<file path="config.mk">
export PLATFORM = sky130hd
export DESIGN_NAME = systolic_result_collector
export DESIGN_NICKNAME = d
export VERILOG_FILES = /design/src/rtl/systolic_result_collector.sv
export SDC_FILE = /design/constraint.sdc
export NUM_CORES = 1
export LEC_CHECK = 0
export CAP_MARGIN = 30
export CELL_PAD_IN_SITES_DETAIL_PLACEMENT = 0
export CELL_PAD_IN_SITES_GLOBAL_PLACEMENT = 1
export CORE_MARGIN = 5
export CORE_UTILIZATION = 30
export CTS_CLUSTER_DIAMETER = 60
export DETAILED_ROUTE_END_ITERATION = 12
export GPL_TIMING_DRIVEN = 0
export PLACE_DENSITY = 0.53
export SYNTH_ARGS = -nofsm -noshare
export SYNTH_HDL_FRONTEND = slang
export SYNTH_SLANG_ARGS = --single-unit
export TNS_END_PERCENT = 20
</file>
<file path="constraint.sdc">
create_clock -name clk -period 5.7 [get_ports clk]
set_input_delay 0.855 -clock clk [delete_from_list [all_inputs] [get_ports clk]]
set_output_delay 0.855 -clock clk [all_outputs]
set_load 0.02 [all_outputs]
</file>
<file path="src/rtl/systolic_result_collector.sv">
// Output-side deskew and row buffer for the 5x5 weight-stationary systolic array.
// Skewed column results are realigned into rows and queued in a small FIFO drained over valid/ready.
module systolic_result_collector #(
    parameter int NCOL       = 5,
    parameter int DW         = 16,
    parameter int SKEW       = 1,
    parameter int FIFO_DEPTH = 4
) (
    input  logic                 clk,
    input  logic                 clear_n,
    input  logic                 ena,
    input  logic                 col_valid,
    input  logic [DW-1:0]        data_in1,
    input  logic [DW-1:0]        data_in2,
    input  logic [DW-1:0]        data_in3,
    input  logic [DW-1:0]        data_in4,
    input  logic [DW-1:0]        data_in5,
    input  logic                 out_ready,
    output logic                 out_valid,
    output logic [NCOL*DW-1:0]   out_row,
    output logic [2:0]           fifo_level,
    output logic [7:0]           row_count,
    output logic                 overflow
);

    localparam int VD = (NCOL - 1) * SKEW;
    localparam int PW = $clog2(FIFO_DEPTH);

    logic [DW-1:0]      lane_in [NCOL];
    logic [NCOL*DW-1:0] aligned_row;
    logic [VD-1:0]      valid_pipe;
    logic               aligned_valid;

    assign lane_in[0] = data_in1;
    assign lane_in[1] = data_in2;
    assign lane_in[2] = data_in3;
    assign lane_in[3] = data_in4;
    assign lane_in[4] = data_in5;

    // Earlier columns wait longer so every lane of a row lines up with the last column.
    for (genvar k = 0; k < NCOL; k++) begin : g_lane
        localparam int D = (NCOL - 1 - k) * SKEW;
        if (D == 0) begin : g_direct
            assign aligned_row[k*DW +: DW] = lane_in[k];
        end else begin : g_dly
            logic [DW-1:0] dly [D];
            always_ff @(posedge clk or negedge clear_n) begin
                if (!clear_n) begin
                    for (int i = 0; i < D; i++) dly[i] <= '0;
                end else if (ena) begin
                    dly[0] <= lane_in[k];
                    for (int i = 1; i < D; i++) dly[i] <= dly[i-1];
                end
            end
            assign aligned_row[k*DW +: DW] = dly[D-1];
        end
    end

    always_ff @(posedge clk or negedge clear_n) begin
        if (!clear_n) begin
            valid_pipe <= '0;
        end else if (ena) begin
            valid_pipe <= {valid_pipe[VD-2:0], col_valid};
        end
    end

    assign aligned_valid = valid_pipe[VD-1];

    logic [NCOL*DW-1:0] mem [FIFO_DEPTH];
    logic [PW-1:0]      wr_ptr;
    logic [PW-1:0]      rd_ptr;
    logic [2:0]         level;
    logic               push;
    logic               pop;
    logic               full;
    logic               wr_en;

    assign push  = ena & aligned_valid;
    assign pop   = out_valid & out_ready;
    assign full  = (level == 3'(FIFO_DEPTH));
    // A pop in the same cycle frees the slot the push needs, so full only blocks a lone push.
    assign wr_en = push & (~full | pop);

    always_ff @(posedge clk or negedge clear_n) begin
        if (!clear_n) begin
            for (int i = 0; i < FIFO_DEPTH; i++) mem[i] <= '0;
            wr_ptr    <= '0;
            rd_ptr    <= '0;
            level     <= '0;
            row_count <= '0;
            overflow  <= 1'b0;
        end else begin
            if (wr_en) begin
                mem[wr_ptr] <= aligned_row;
                wr_ptr      <= wr_ptr + PW'(1);
            end
            if (pop) begin
                rd_ptr    <= rd_ptr + PW'(1);
                row_count <= row_count + 8'd1;
            end
            level <= level + 3'(wr_en) - 3'(pop);
            if (push && full && !pop) begin
                overflow <= 1'b1;
            end
        end
    end

    assign out_valid  = (level != 3'd0);
    assign out_row    = out_valid ? mem[rd_ptr] : '0;
    assign fifo_level = level;

endmodule

</file>
Word level (Yosys, flattened, before mapping):

Index checks and enable logic that the tools add are counted.

* word-level logic and storage cells: 48
* input port bits: 85
* bits in registers: 500

* reduce and logical (&&, ||, !) cells: 5
* $lt $le $gt $ge: 3
* equality and inequality tests: 1
* bitwise gates (word level): 7
* multiplexer cells: 7
* add/sub/neg operators: 5

Operator list (number)
* $bwmux 320: 1
* $mux 80: 4
* $bmux 80 s2: 1
* $demux 80 s2: 1
* $add 8x1->8 const B: 1
* $ge 3x3->1 const B: 2
* $not 2->3: 2
* $add 2x1->2 const B: 2
* $add 3x1->3: 1
* $and 1x1->1: 3
* $eq 3x3->1 const B: 1
* $logic_and 1x1->1: 3
* $lt 3x1->1 const B: 1
* $reduce_bool 3->1: 1
* $sub 3x1->3: 1
* $logic_not 1->1: 1
* $not 1->1: 1
* $or 1x1->1: 1

Longest topological paths before layout:

Gate-level depths: netlist (run 1).

* word-level depth: 6
* depth in mapped cells: 9
* gate-level depth less buffers: 9

Least setup slack after synthesis (run 1):

OpenSTA, ideal clock, no wires.

* path kind: input port to flip-flop
* from: in out_ready
* to: reg level[2] (netlist: fifo_level[2])
* data required time: 5577 ps
* cell stages on the path: 9
* buffers on the path: 0
* data arrival time: 2345 ps
* library setup time: 123 ps
* setup slack: 3232 ps
* path through: nor4b_4 > nor2_1 > inv_1 > ha_1 > inv_1 > ha_1 > fa_1 > xnor2_1 > xnor2_1

* cells in the longest elaborated chain, start to end: 5

Ends and longest elaborated chain
* start, declared: line 18 `input logic out_ready,`
* $and 1x1->1 (*): line 79 `assign pop = out_valid & out_ready;`
* $or 1x1->1: line 82 `assign wr_en = push & (~full | pop);`
* $and 1x1->1: line 82
* $add 3x1->3: line 101 `level <= level + 3'(wr_en) - 3'(pop);`
* $sub 3x1->3 (*): line 101
* end signal, assigned: line 101
* end, declared: line 72 `logic [2:0] level;`

Every way passes the cells marked *; elsewhere a longest branch is shown, timed or not.
A chain may end at the register's enable or synchronous reset.

Worst setup path in the final report (run 1):

* from: reg rd_ptr[1]
* to: out out_row[40]

* cells in the longest elaborated chain, start to end: 5

Ends and longest elaborated chain
* start, declared: line 71 `logic [PW-1:0] rd_ptr;`
* start signal, assigned: line 98 `rd_ptr <= rd_ptr + PW'(1);`
* $not 2->3 (implied by the code): line 109 `assign out_row = out_valid ? mem[rd_ptr] : '0;`
* $bmux 80 s2: line 109
* $mux 80 (implied by the code) (2 in series): line 109
* $mux 80: line 109
* end, declared: line 20 `output logic [NCOL*DW-1:0] out_row,`

Every way passes these cells. The select of a mux whose other input is x is not followed.

==> impl_metrics.sql, run 1 <==
INSERT INTO impl_metrics (metric_group, metric, value, unit) VALUES
('clock_network', 'cts_buffers', '61', ''),
('logic_synthesis', 'post_synth_num_cell_types', '25', ''),
('sta', 'worst-slew-pin-transition', '0.9083', 'ns'),
('sta', 'grt_setup_unrepaired', 'no', ''),
('floorplanning', 'ioPinCount', '178', ''),
('floorplanning', 'core-area', '70150', 'sq um'),
('clock_network', 'ctsResizeCount', '0', ''),
('sta', 'fmax', '0.2349', 'GHz'),
('critical_path', 'cp-end-kind', 'output port', ''),
('critical_path', 'crit_path_start_kind', 'register', ''),
('run', 'max_cap_violations', '0', ''),
('layout', 'layout-drive-gt1-share', '46.75', '%'),
('pwr', 'power.static_leakage', '0.01087', 'uW'),
('clock_network', 'worstSkewPairLatency', '0.61', 'ns'),
('placed_design', 'port_buffers', '177', ''),
('logic_synthesis', 'synth-edff-count', '0', ''),
('grt', 'largest_net_degree_at_the_start_of_global_routing', '118', ''),
('logic_synthesis', 'synthArstFlopShare', '100.0', '%'),
('logic_synthesis', 'synth_top_flop_cell', 'sky130_fd_sc_hd__dfrtp_1', ''),
('detailed_routing', 'post_drt_wl_per_cell', '20.44', 'um'),
('detailed_routing', 'first_iteration_detailed_routing_drc_count', '412', ''),
('critical_path', 'worstPathRequired', '4.85', 'ns'),
('detailed_routing', 'route.detailed.drc', '0', ''),
('logic_synthesis', 'post_synth_inst_count', '1275', ''),
('placed_design', 'post-dp-hpwl', '33680', 'um'),
('layout', 'final_nets', '1615', ''),
('critical_path', 'worst-setup-path-type', 'reg2out', ''),
('floorplanning', 'floorplan.die.width', '276.2', 'um'),
('logic_synthesis', 'syn_avg_cell_area', '16.67', 'sq um'),
('clock_network', 'cts.path.max_buffers', '3', ''),
('critical_path', 'critical-path-top-cell-by-count', 'sky130_fd_sc_hd__clkbuf_1', ''),
('clock_network', 'cts.hold.buffers_added', '0', ''),
('pwr', 'vdd_ir_drop_max', '0.2938', 'mV'),
('critical_path', 'cpMaxStageDelayCell', 'sky130_fd_sc_hd__clkbuf_1', ''),
('grt', 'grt.overflow.total', '0', ''),
('clock_network', 'h-tree-depth', '2', ''),
('logic_synthesis', 'ys_warn_count', '0', ''),
('critical_path', 'worst_path_largest_cell_delay', '0.60', 'ns'),
('logic_synthesis', 'seq_area_frac_synth', '58.85', '%'),
('grt', 'grt_use_total', '13.53', '%'),
('clock_network', 'post_cts.repair.setup_buffers', '0', ''),
('floorplanning', 'dieArea', '76290', 'sq um'),
('sta', 'min_period_over_period', '74.68', '%'),
('pwr', 'total_power', '15820', 'uW'),
('run_status', 'run_status', 'finished, final reports clean', ''),
('sta', 'timing.max_slew.rel_slack', '39.44', '%'),
('logic_synthesis', 'netlist_area', '21260', 'sq um'),
('detailed_routing', 'via_per_instance_ratio', '4.555', ''),
('floorplanning', 'start_util', '30.31', '%'),
('detailed_routing', 'antenna_left', '0', ''),
('placed_design', 'place_ws', '1.984', 'ns'),
('grt', 'antenna_violations_before_repair', '3', ''),
('sta', 'setup_ws_post_layout', '1.443', 'ns'),
('grt', 'grt_pass1_vias', '13004', ''),
('placed_design', 'place_congestion', '0.6920', ''),
('critical_path', 'cp.arrival', '3.40', 'ns'),
('detailed_routing', 'dr_total_vias', '11437', ''),
('clock_network', 'clkSinkCount', '500', ''),
('sta', 'fin_worst_hold_slack', '0.1740', 'ns'),
('critical_path', 'cp_max_fo', '10', ''),
('layout', 'final_core_area_utilization', '37.66', '%'),
('sta', 'maxSlewViolCount', '0', ''),
('floorplanning', 'floorplan.rows', '97', ''),
('grt', 'grt_first_pass_wirelength', '81430', 'um'),
('critical_path', 'cp_cell_sequence', 'clkbuf_1 -> buf_8 -> clkbuf_1 -> mux4_2 -> and2_1 -> clkdlybuf4s50_1', ''),
('clock_network', 'clock_tree_from_tritoncts', 'done', ''),
('pwr', 'cellPowerDensity', '598.7', 'nW/um^2'),
('sta', 'hold_viol', '0', ''),
('sta', 'final-setup-viol-count', '0', ''),
('layout', 'areaGrowthSynthToFinish', '24.26', '%'),
('sta', 'timing.setup.tns', '0', 'ns'),
('sta', 'clock_skew', '0.01109', 'ns'),
('clock_network', 'clockRootBuffer', 'sky130_fd_sc_hd__clkbuf_16', ''),
('hold_path', 'holdCritPathClass', 'in2async', ''),
('floorplanning', 'chipHeight', '276.2', 'um'),
('sta', 'min_period', '4.257', 'ns'),
('logic_synthesis', 'synth_seq_cells', '500', ''),
('detailed_routing', 'drt_pre_antenna_iters', '4', ''),
('logic_synthesis', 'synthesis.nets', '1368', ''),
('detailed_routing', 'routed_wirelength', '51310', 'um'),
('clock_network', 'clk_transition_reported_paths', '0.06', 'ns');
layout make-up:
| cell class | count | area, sq um |
|---|---|---|
| buffer | 82 | 589.3 |
| fill | 6649 | 43730 |
| clock inverter | 22 | 212.7 |
| antenna | 1 | 2.502 |
| timing repair buffer | 184 | 1932 |
| tap | 940 | 1176 |
| clock buffer | 89 | 1834 |
| inverter | 7 | 26.28 |
| sequential | 500 | 12510 |
| multi-input combinational | 686 | 8132 |
per-stage QoR:
stage,instance area (sq um),instances
2_1_floorplan,21260,1275
3_3_place_gp,24210,2392
3_5_place_dp,24370,2399
4_1_cts,26410,2510
5_1_grt,26410,2510
6_report,26420,2511
routing by layer:
metal  GRT usage, %  routed length, um  vias up
met4          3.458                985        0
met1          18.51              23570     6062
met5              0                  0        -
met2          22.34              24870      172
met3          2.556               1889       71
li1               -                  -     5132
cells in the mapped netlist, types with 3 or more instances:
library cell               instances  area share (%)
sky130_fd_sc_hd__and2_1           80             2.4
sky130_fd_sc_hd__buf_1             3           0.053
sky130_fd_sc_hd__buf_2            21            0.49
sky130_fd_sc_hd__buf_4             4            0.14
sky130_fd_sc_hd__buf_6            32             1.7
sky130_fd_sc_hd__clkbuf_1         22            0.39
sky130_fd_sc_hd__dfrtp_1         500              59
sky130_fd_sc_hd__ha_1              7            0.41
sky130_fd_sc_hd__inv_1             7            0.12
sky130_fd_sc_hd__mux2_2          486              26
sky130_fd_sc_hd__mux4_2           80             8.5
sky130_fd_sc_hd__nand2_1           3           0.053
sky130_fd_sc_hd__nand4_1           5            0.15
sky130_fd_sc_hd__nor3b_1           4            0.14
sky130_fd_sc_hd__xnor2_1           9            0.37
sky130_fd_sc_hd__xor2_1            3            0.12
flip-flops by register name (all words and copies together) (netlist names):
| name | count |
|---|---|
| wr_ptr | 2 |
| row_count | 8 |
| fifo_level | 3 |
| rd_ptr | 2 |
| mem | 320 |
| g_lane.g_dly.dly | 112 |
| overflow | 1 |
| valid_pipe | 4 |
| aligned_row | 48 |
worst paths after layout:
kind / slack [ns] / cells after the start / endpoint / start
max in group asynchronous: 3.56 / 4 / g_lane[1].g_dly.dly[40]$_DFFE_PN0P_ / clear_n
hold / removal: 0.17 / 1 / mem[298]$_DFFE_PN0P_ / clear_n
hold reg to reg: 0.48 / 1 / row_count[7]$_DFFE_PN0P_ / row_count[7]$_DFFE_PN0P_
setup reg to reg: 3.13 / 9 / fifo_level[2]$_DFF_PN0_ / fifo_level[1]$_DFF_PN0_
setup / recovery: 1.44 / 6 / out_row[40] / rd_ptr[1]$_DFFE_PN0P_
min in group clk: 0.48 / 1 / row_count[7]$_DFFE_PN0P_ / row_count[7]$_DFFE_PN0P_
cells in the final DEF, fill, tap and decap left out, types with 4 or more instances in the layout:
cell type                         synthesis  layout
sky130_fd_sc_hd__clkinvlp_4               0       4
sky130_fd_sc_hd__clkbuf_1                22      32
sky130_fd_sc_hd__ha_1                     7       7
sky130_fd_sc_hd__buf_16                   0       4
sky130_fd_sc_hd__clkbuf_16                0      63
sky130_fd_sc_hd__mux4_2                  80      80
sky130_fd_sc_hd__xnor2_1                  9       9
sky130_fd_sc_hd__dfrtp_1                500     500
sky130_fd_sc_hd__nor3b_1                  4       4
sky130_fd_sc_hd__inv_1                    7       7
sky130_fd_sc_hd__and2_1                  80      80
sky130_fd_sc_hd__clkbuf_8                 0      16
sky130_fd_sc_hd__buf_4                    4       4
sky130_fd_sc_hd__clkdlybuf4s50_1          0     176
sky130_fd_sc_hd__buf_6                   32      32
sky130_fd_sc_hd__buf_8                    0       4
sky130_fd_sc_hd__clkinv_2                 0      11
sky130_fd_sc_hd__mux2_2                 486     486
sky130_fd_sc_hd__buf_2                   21      21
sky130_fd_sc_hd__nand4_1                  5       5
cell families (layout without fill, tap and decap cells):
family,Yosys count,after routing,synth area share (%)
AOI/OAI and AO/OA,2,2,0.08241
xor gates and xnor gates,12,12,0.4944
adders and majority gates,8,8,0.5061
buffers and inverters,89,384,2.896
DFF,500,500,58.85
muxes,566,566,34.22
other,0,1,0
and+or+nand+nor,98,98,2.949
report_power, final:
group / switching, uW / leakage, uW / internal, uW / total (uW)
clock: 1530 / 0.00101 / 2360 / 3890
sequential: 741 / 0.00599 / 4920 / 5660
combinational: 2700 / 0.00387 / 3560 / 6270
total: 4980 / 0.0109 / 10800 / 15800
worst max-delay path: cells and delay by family (launching register included):
kind                   cells  cell delay (ns)
buffers and inverters      4             1.89
flip-flops                 1             0.32
multiplexers               1             0.40
AND/OR/NAND/NOR            1             0.17
Power figures use the tool's default switching activity.
==> inputs of run 2 (changes only) <==
Clock period 5.7 ns to 4.5 ns, I/O delays scaled along.
==> impl_metrics.sql, run 2 (synthesis results as in run 1) <==
INSERT INTO impl_metrics (metric_group, metric, value, unit) VALUES
('run_status', 'run_status', 'finished, final reports clean', ''),
('detailed_routing', 'first_iteration_detailed_routing_drc_count', '369', ''),
('critical_path', 'worst_path_largest_cell_delay', '0.62', 'ns'),
('grt', 'grt_pass1_vias', '13007', ''),
('detailed_routing', 'via_per_instance_ratio', '4.564', ''),
('grt', 'grt_use_total', '13.53', '%'),
('layout', 'leading_cell_type_in_the_layout_fill_and_taps_excluded', 'sky130_fd_sc_hd__dfrtp_1', ''),
('layout', 'largest_register', 'mem', ''),
('detailed_routing', 'route.detailed.drc', '0', ''),
('layout', 'final_nets', '1616', ''),
('clock_network', 'cts.path.max_buffers', '3', ''),
('critical_path', 'cp_max_fo', '10', ''),
('critical_path', 'crit-reg2reg-capture', 'fifo_level[2]$_DFF_PN0_', ''),
('floorplanning', 'core-area', '70150', 'sq um'),
('sta', 'maxSlewViolCount', '0', ''),
('clock_network', 'post_cts.repair.setup_buffers', '0', ''),
('critical_path', 'critical-path-top-cell-by-count', 'sky130_fd_sc_hd__clkbuf_1', ''),
('critical_path', 'worstPathRequired', '3.83', 'ns'),
('critical_path', 'cp.arrival', '3.42', 'ns'),
('grt', 'antenna_violations_before_repair', '3', ''),
('sta', 'min_period_over_period', '91.07', '%'),
('clock_network', 'clkSinkCount', '500', ''),
('sta', 'min_period', '4.098', 'ns'),
('grt', 'largest_net_degree_at_the_start_of_global_routing', '118', ''),
('sta', 'final-setup-viol-count', '0', ''),
('critical_path', 'cp_cell_sequence', 'clkbuf_1 -> buf_8 -> clkbuf_1 -> mux4_2 -> and2_1 -> clkdlybuf4s50_1', ''),
('layout', 'final_area', '26430', 'sq um'),
('critical_path', 'cpMaxStageDelayCell', 'sky130_fd_sc_hd__clkbuf_1', ''),
('critical_path', 'crit_family', 'buffers and inverters', ''),
('clock_network', 'ctsResizeCount', '0', ''),
('hold_path', 'worstHoldEndpoint', 'row_count[7]$_DFFE_PN0P_', ''),
('clock_network', 'cts_buffers', '61', ''),
('clock_network', 'worstSkewPairLatency', '0.61', 'ns'),
('clock_network', 'clk_transition_reported_paths', '0.06', 'ns'),
('detailed_routing', 'post_drt_wl_per_cell', '20.44', 'um'),
('floorplanning', 'floorplan.die.width', '276.2', 'um'),
('hold_path', 'holdCritPathClass', 'reg2reg', ''),
('critical_path', 'worstSetupPathDepth', '6', ''),
('pwr', 'cellPowerDensity', '758.1', 'nW/um^2'),
('critical_path', 'cp-end-kind', 'output port', ''),
('clock_network', 'h-tree-depth', '2', ''),
('sta', 'clock_skew', '0.01097', 'ns'),
('sta', 'worst-slew-pin-transition', '0.8966', 'ns'),
('floorplanning', 'start_util', '30.31', '%'),
('sta', 'timing.max_slew.rel_slack', '40.23', '%'),
('pwr', 'power.static_leakage', '0.01088', 'uW'),
('layout', 'layout-drive-gt1-share', '46.72', '%'),
('critical_path', 'worstRegToRegCells', '9', ''),
('placed_design', 'post-dp-hpwl', '33680', 'um'),
('grt', 'grt.overflow.total', '0', ''),
('sta', 'fin_worst_hold_slack', '0.4780', 'ns'),
('layout', 'largest_register_ff_count', '320', ''),
('run', 'max_cap_violations', '0', ''),
('hold_path', 'hold_depth', '1', ''),
('hold_path', 'hold_start', 'row_count[7]$_DFFE_PN0P_', ''),
('grt', 'grt_first_pass_wirelength', '81450', 'um'),
('clock_network', 'cts.hold.buffers_added', '1', ''),
('pwr', 'vdd_ir_drop_max', '0.3728', 'mV'),
('clock_network', 'clockRootBuffer', 'sky130_fd_sc_hd__clkbuf_16', ''),
('sta', 'fmax', '0.2440', 'GHz'),
('floorplanning', 'floorplan.rows', '97', ''),
('layout', 'layout.cells.most_common_list', 'sky130_fd_sc_hd__dfrtp_1 (500), sky130_fd_sc_hd__mux2_2 (486), sky130_fd_sc_hd__clkdlybuf4s50_1 (176), sky130_fd_sc_hd__mux4_2 (80), sky130_fd_sc_hd__and2_1 (80)', ''),
('critical_path', 'critPathLaunch', 'rd_ptr[1]$_DFFE_PN0P_', ''),
('clock_network', 'clock_tree_from_tritoncts', 'done', ''),
('critical_path', 'crit_buf_inv', '4', ''),
('placed_design', 'dpl-instance-area', '24370', 'sq um'),
('detailed_routing', 'drt_pre_antenna_iters', '4', ''),
('layout', 'areaGrowthSynthToFinish', '24.31', '%'),
('critical_path', 'worst_r2r_startpoint', 'fifo_level[1]$_DFF_PN0_', ''),
('critical_path', 'r2r_setup_slack', '1.93', 'ns'),
('detailed_routing', 'antenna_left', '0', ''),
('sta', 'grt_setup_unrepaired', 'no', ''),
('floorplanning', 'ioPinCount', '178', ''),
('critical_path', 'crit_path_start_kind', 'register', ''),
('detailed_routing', 'routed_wirelength', '51350', 'um'),
('detailed_routing', 'dr_total_vias', '11466', ''),
('placed_design', 'place_congestion', '0.6920', ''),
('floorplanning', 'dieArea', '76290', 'sq um'),
('floorplanning', 'chipHeight', '276.2', 'um'),
('placed_design', 'port_buffers', '177', ''),
('critical_path', 'worst-setup-path-type', 'reg2out', ''),
('sta', 'hold_viol', '0', '');
-- run 2: changes by cell type in the layout (fill, tap and decap cells not counted) --
cell	before	now
sky130_fd_sc_hd__dlygate4sd3_1	0	1
-- run 2: area by class of cell --
type	count	area (sq um)
Antenna cell	1	2.502
Inverter	7	26.28
Clock inverter	22	212.7
Fill cell	6650	43720
Multi-Input combinational cell	686	8132
Clock buffer	89	1834
Timing Repair Buffer	185	1942
Tap cell	940	1176
Buffer	82	589.3
Sequential cell	500	12510
-- run 2: where the power goes --
group,switching [uW],internal (uW)
Combinational,3430,4520
Sequential,939,6230
Clock,1940,2980
Total,6300,13700
-- run 2: how the worst max path moves through the flow --
stage                                          end  slack [ns]
2_1_floorplan              fifo_level[2]$_DFF_PN0_        2.19
3_5_place_dp                           out_row[47]        0.96
5_1_grt                                out_row[32]        0.24
3_3_place_gp   g_lane[1].g_dly.dly[39]$_DFFE_PN0P_      -19.95
4_1_cts                                out_row[47]        0.27
6_report                               out_row[40]        0.40
-- run 2: through the flow --
step	worst slack, ns	cells	setup TNS (ns)	util [%]	power (uW)
CTS	0.2695	2511	0	37.67	20500
finish	0.4017	2512	0	37.67	20030
global placement	-19.95	2392	-9936.64	34.51	15240
floorplan	2.186	1275	0	-	12130
global route	0.2387	2511	0	37.67	21300
detailed placement	0.9636	2399	0	34.74	15420
-- run 2: metal layers --
metal	up-vias	wire length (um)	GRT usage [%]
met2	169	24900	22.35
li1	5131	-	-
met5	-	0	0
met4	0	986	3.458
met1	6095	23590	18.51
met3	71	1872	2.556
==> inputs of run 3 (changes only) <==
Settings changed: GPL_TIMING_DRIVEN 0 to 1, SKIP_CTS_REPAIR_TIMING from default to 1.
==> impl_metrics.sql, run 3 (synthesis results as in run 1) <==
INSERT INTO impl_metrics (metric_group, metric, value, unit) VALUES
('critical_path', 'critPathLaunch', 'rd_ptr[0]$_DFFE_PN0P_', ''),
('detailed_routing', 'route.detailed.drc', '0', ''),
('critical_path', 'crit_buf_inv', '2', ''),
('floorplanning', 'core-area', '70150', 'sq um'),
('clock_network', 'h-tree-depth', '3', ''),
('critical_path', 'worst_path_largest_cell_delay', '0.57', 'ns'),
('pwr', 'proportion_of_power_drawn_by_combinational_gates', '38.1', '%'),
('pwr', 'cell_int_power', '13820', 'uW'),
('grt', 'grt_use_total', '12.85', '%'),
('layout', 'final_area', '26130', 'sq um'),
('clock_network', 'clock_tree_from_tritoncts', 'done', ''),
('hold_path', 'holdCritPathClass', 'in2async', ''),
('placed_design', 'place_congestion', '0.6728', ''),
('critical_path', 'cp.arrival', '2.97', 'ns'),
('sta', 'timing.setup.tns', '0', 'ns'),
('critical_path', 'cp_cell_sequence', 'buf_4 -> mux4_2 -> and2_1 -> clkdlybuf4s50_1', ''),
('layout', 'leading_cell_type_in_the_layout_fill_and_taps_excluded', 'sky130_fd_sc_hd__dfrtp_1', ''),
('detailed_routing', 'routed_wirelength', '48080', 'um'),
('pwr', 'share_clk_of_total_power', '25.7', '%'),
('detailed_routing', 'dr_total_vias', '11206', ''),
('critical_path', 'cpMaxStageDelayCell', 'sky130_fd_sc_hd__mux4_2', ''),
('detailed_routing', 'drt_pre_antenna_iters', '4', ''),
('grt', 'antenna_violations_before_repair', '2', ''),
('pwr', 'p_sw', '6200', 'uW'),
('pwr', 'seq_power_share', '36.2', '%'),
('clock_network', 'clkSinkCount', '500', ''),
('layout', 'fill_cells', '6745', ''),
('sta', 'min_period_over_period', '80.95', '%'),
('pwr', 'power.static_leakage', '0.01069', 'uW'),
('layout', 'largest_register_ff_count', '320', ''),
('sta', 'timing.max_slew.rel_slack', '41.88', '%'),
('layout', 'areaGrowthSynthToFinish', '22.92', '%'),
('placed_design', 'dpl-instance-area', '23970', 'sq um'),
('detailed_routing', 'first_iteration_detailed_routing_drc_count', '387', ''),
('sta', 'min_period', '3.643', 'ns'),
('floorplanning', 'floorplan.die.width', '276.2', 'um'),
('floorplanning', 'floorplan.rows', '97', ''),
('grt', 'largest_net_degree_at_the_start_of_global_routing', '104', ''),
('clock_network', 'cts_buffers', '66', ''),
('sta', 'worst-slew-pin-transition', '0.8719', 'ns'),
('critical_path', 'crit_path_start_kind', 'register', ''),
('clock_network', 'clk_transition_reported_paths', '0.05', 'ns'),
('clock_network', 'clockRootBuffer', 'sky130_fd_sc_hd__clkbuf_16', ''),
('layout', 'final_nets', '1556', ''),
('floorplanning', 'start_util', '30.31', '%'),
('grt', 'grt_first_pass_wirelength', '78450', 'um'),
('pwr', 'switching_share', '30.97', '%'),
('sta', 'final-setup-viol-count', '0', ''),
('layout', 'layout-drive-gt1-share', '46.79', '%'),
('clock_network', 'cts.path.max_buffers', '3', ''),
('layout', 'largest_register', 'mem', ''),
('grt', 'grt.overflow.total', '0', ''),
('detailed_routing', 'via_per_instance_ratio', '4.574', ''),
('detailed_routing', 'antenna_left', '0', ''),
('pwr', 'cellPowerDensity', '766.0', 'nW/um^2'),
('sta', 'maxSlewViolCount', '0', ''),
('sta', 'hold_viol', '0', ''),
('grt', 'grt_pass1_vias', '12701', ''),
('run', 'max_cap_violations', '0', ''),
('sta', 'clock_skew', '0.02401', 'ns'),
('critical_path', 'worstPathRequired', '3.83', 'ns'),
('critical_path', 'cp_max_fo', '26', ''),
('run_status', 'run_status', 'finished, final reports clean', ''),
('detailed_routing', 'post_drt_wl_per_cell', '19.62', 'um'),
('floorplanning', 'ioPinCount', '178', ''),
('floorplanning', 'dieArea', '76290', 'sq um'),
('clock_network', 'worstSkewPairLatency', '0.59', 'ns'),
('critical_path', 'cp-end-kind', 'output port', ''),
('critical_path', 'worst_r2r_startpoint', 'fifo_level[1]$_DFF_PN0_', ''),
('placed_design', 'post-dp-hpwl', '28370', 'um'),
('critical_path', 'crit_family', 'buffers and inverters', ''),
('floorplanning', 'chipHeight', '276.2', 'um'),
('layout', 'layout.cells.most_common_list', 'sky130_fd_sc_hd__dfrtp_1 (498), sky130_fd_sc_hd__mux2_2 (486), sky130_fd_sc_hd__clkdlybuf4s50_1 (175), sky130_fd_sc_hd__mux4_2 (80), sky130_fd_sc_hd__and2_1 (80)', ''),
('critical_path', 'worst-setup-path-type', 'reg2out', ''),
('placed_design', 'port_buffers', '177', ''),
('pwr', 'vdd_ir_drop_max', '0.3618', 'mV'),
('pwr', 'total_power', '20020', 'uW'),
('sta', 'grt_setup_unrepaired', 'no', ''),
('sta', 'fmax', '0.2745', 'GHz');
==> run 3: metal layers <==
| layer | GRT usage (%) | vias to the layer above | wire, um |
|---|---|---|---|
| li1 | - | 5020 | - |
| met1 | 17.61 | 5927 | 22350 |
| met2 | 20.48 | 179 | 22640 |
| met3 | 3.063 | 78 | 2007 |
| met4 | 3.752 | 2 | 1061 |
| met5 | 0 | - | 13 |
==> run 3: path summary, 6_finish.rpt <==
path | end | slack, ns | cells past startpoint
max | out_row[10] | 0.86 | 4
min | g_lane[3].g_dly.dly[6]$_DFFE_PN0P_ | 0.16 | 1
max reg2reg | fifo_level[2]$_DFF_PN0_ | 2.06 | 9
min reg2reg | row_count[7]$_DFFE_PN0P_ | 0.47 | 1
max in group asynchronous | rd_ptr[1]$_DFFE_PN0P_ | 3.25 | 2
min in group clk | g_lane[0].g_dly.dly[45]$_DFFE_PN0P_ | 0.43 | 2
==> run 3: worst register-to-register path: stages, from the launching register on <==
cell and delay, ns:
sky130_fd_sc_hd__dfrtp_1 0.46, sky130_fd_sc_hd__nor4b_4 0.56, sky130_fd_sc_hd__nor2_1 0.18, sky130_fd_sc_hd__inv_1 0.09, sky130_fd_sc_hd__ha_1 0.11, sky130_fd_sc_hd__inv_1 0.04, sky130_fd_sc_hd__ha_1 0.19, sky130_fd_sc_hd__fa_1 0.40
sky130_fd_sc_hd__xnor2_1 0.20, sky130_fd_sc_hd__xnor2_1 0.14
==> run 3: cell type report <==
type                    count  area, sq um  area share (%)
clock inverters            21        201.4          0.7708
multi-input cells         686         8157           31.21
inverters                   7        26.28          0.1005
clock buffers              93         1957           7.488
well taps                 940         1176           4.501
diodes                      1        2.502        0.009576
flip-flops and latches    500        12520           47.91
repair buffers            202         2093           8.010
==> run 3: power by group through the flow <==
stage,clock [uW],combinational [uW],sequential [uW]
floorplan,0,5170,6960
global placement,0,7750,7290
detailed placement,0,7840,7340
CTS,5360,7860,7270
global route,5520,8290,7500
finish,5140,7630,7250
==> run 3: through the flow <==
stage	hold slack [ns]	setup WS [ns]	util (%)	cells
2_1_floorplan	0.3794	2.186	-	1275
3_3_place_gp	0.4581	1.346	34.17	2335
3_5_place_dp	0.4664	1.344	34.17	2335
4_1_cts	0.1864	0.7441	37.25	2449
5_1_grt	0.2084	0.6382	37.25	2449
6_report	0.1647	0.8571	37.25	2450
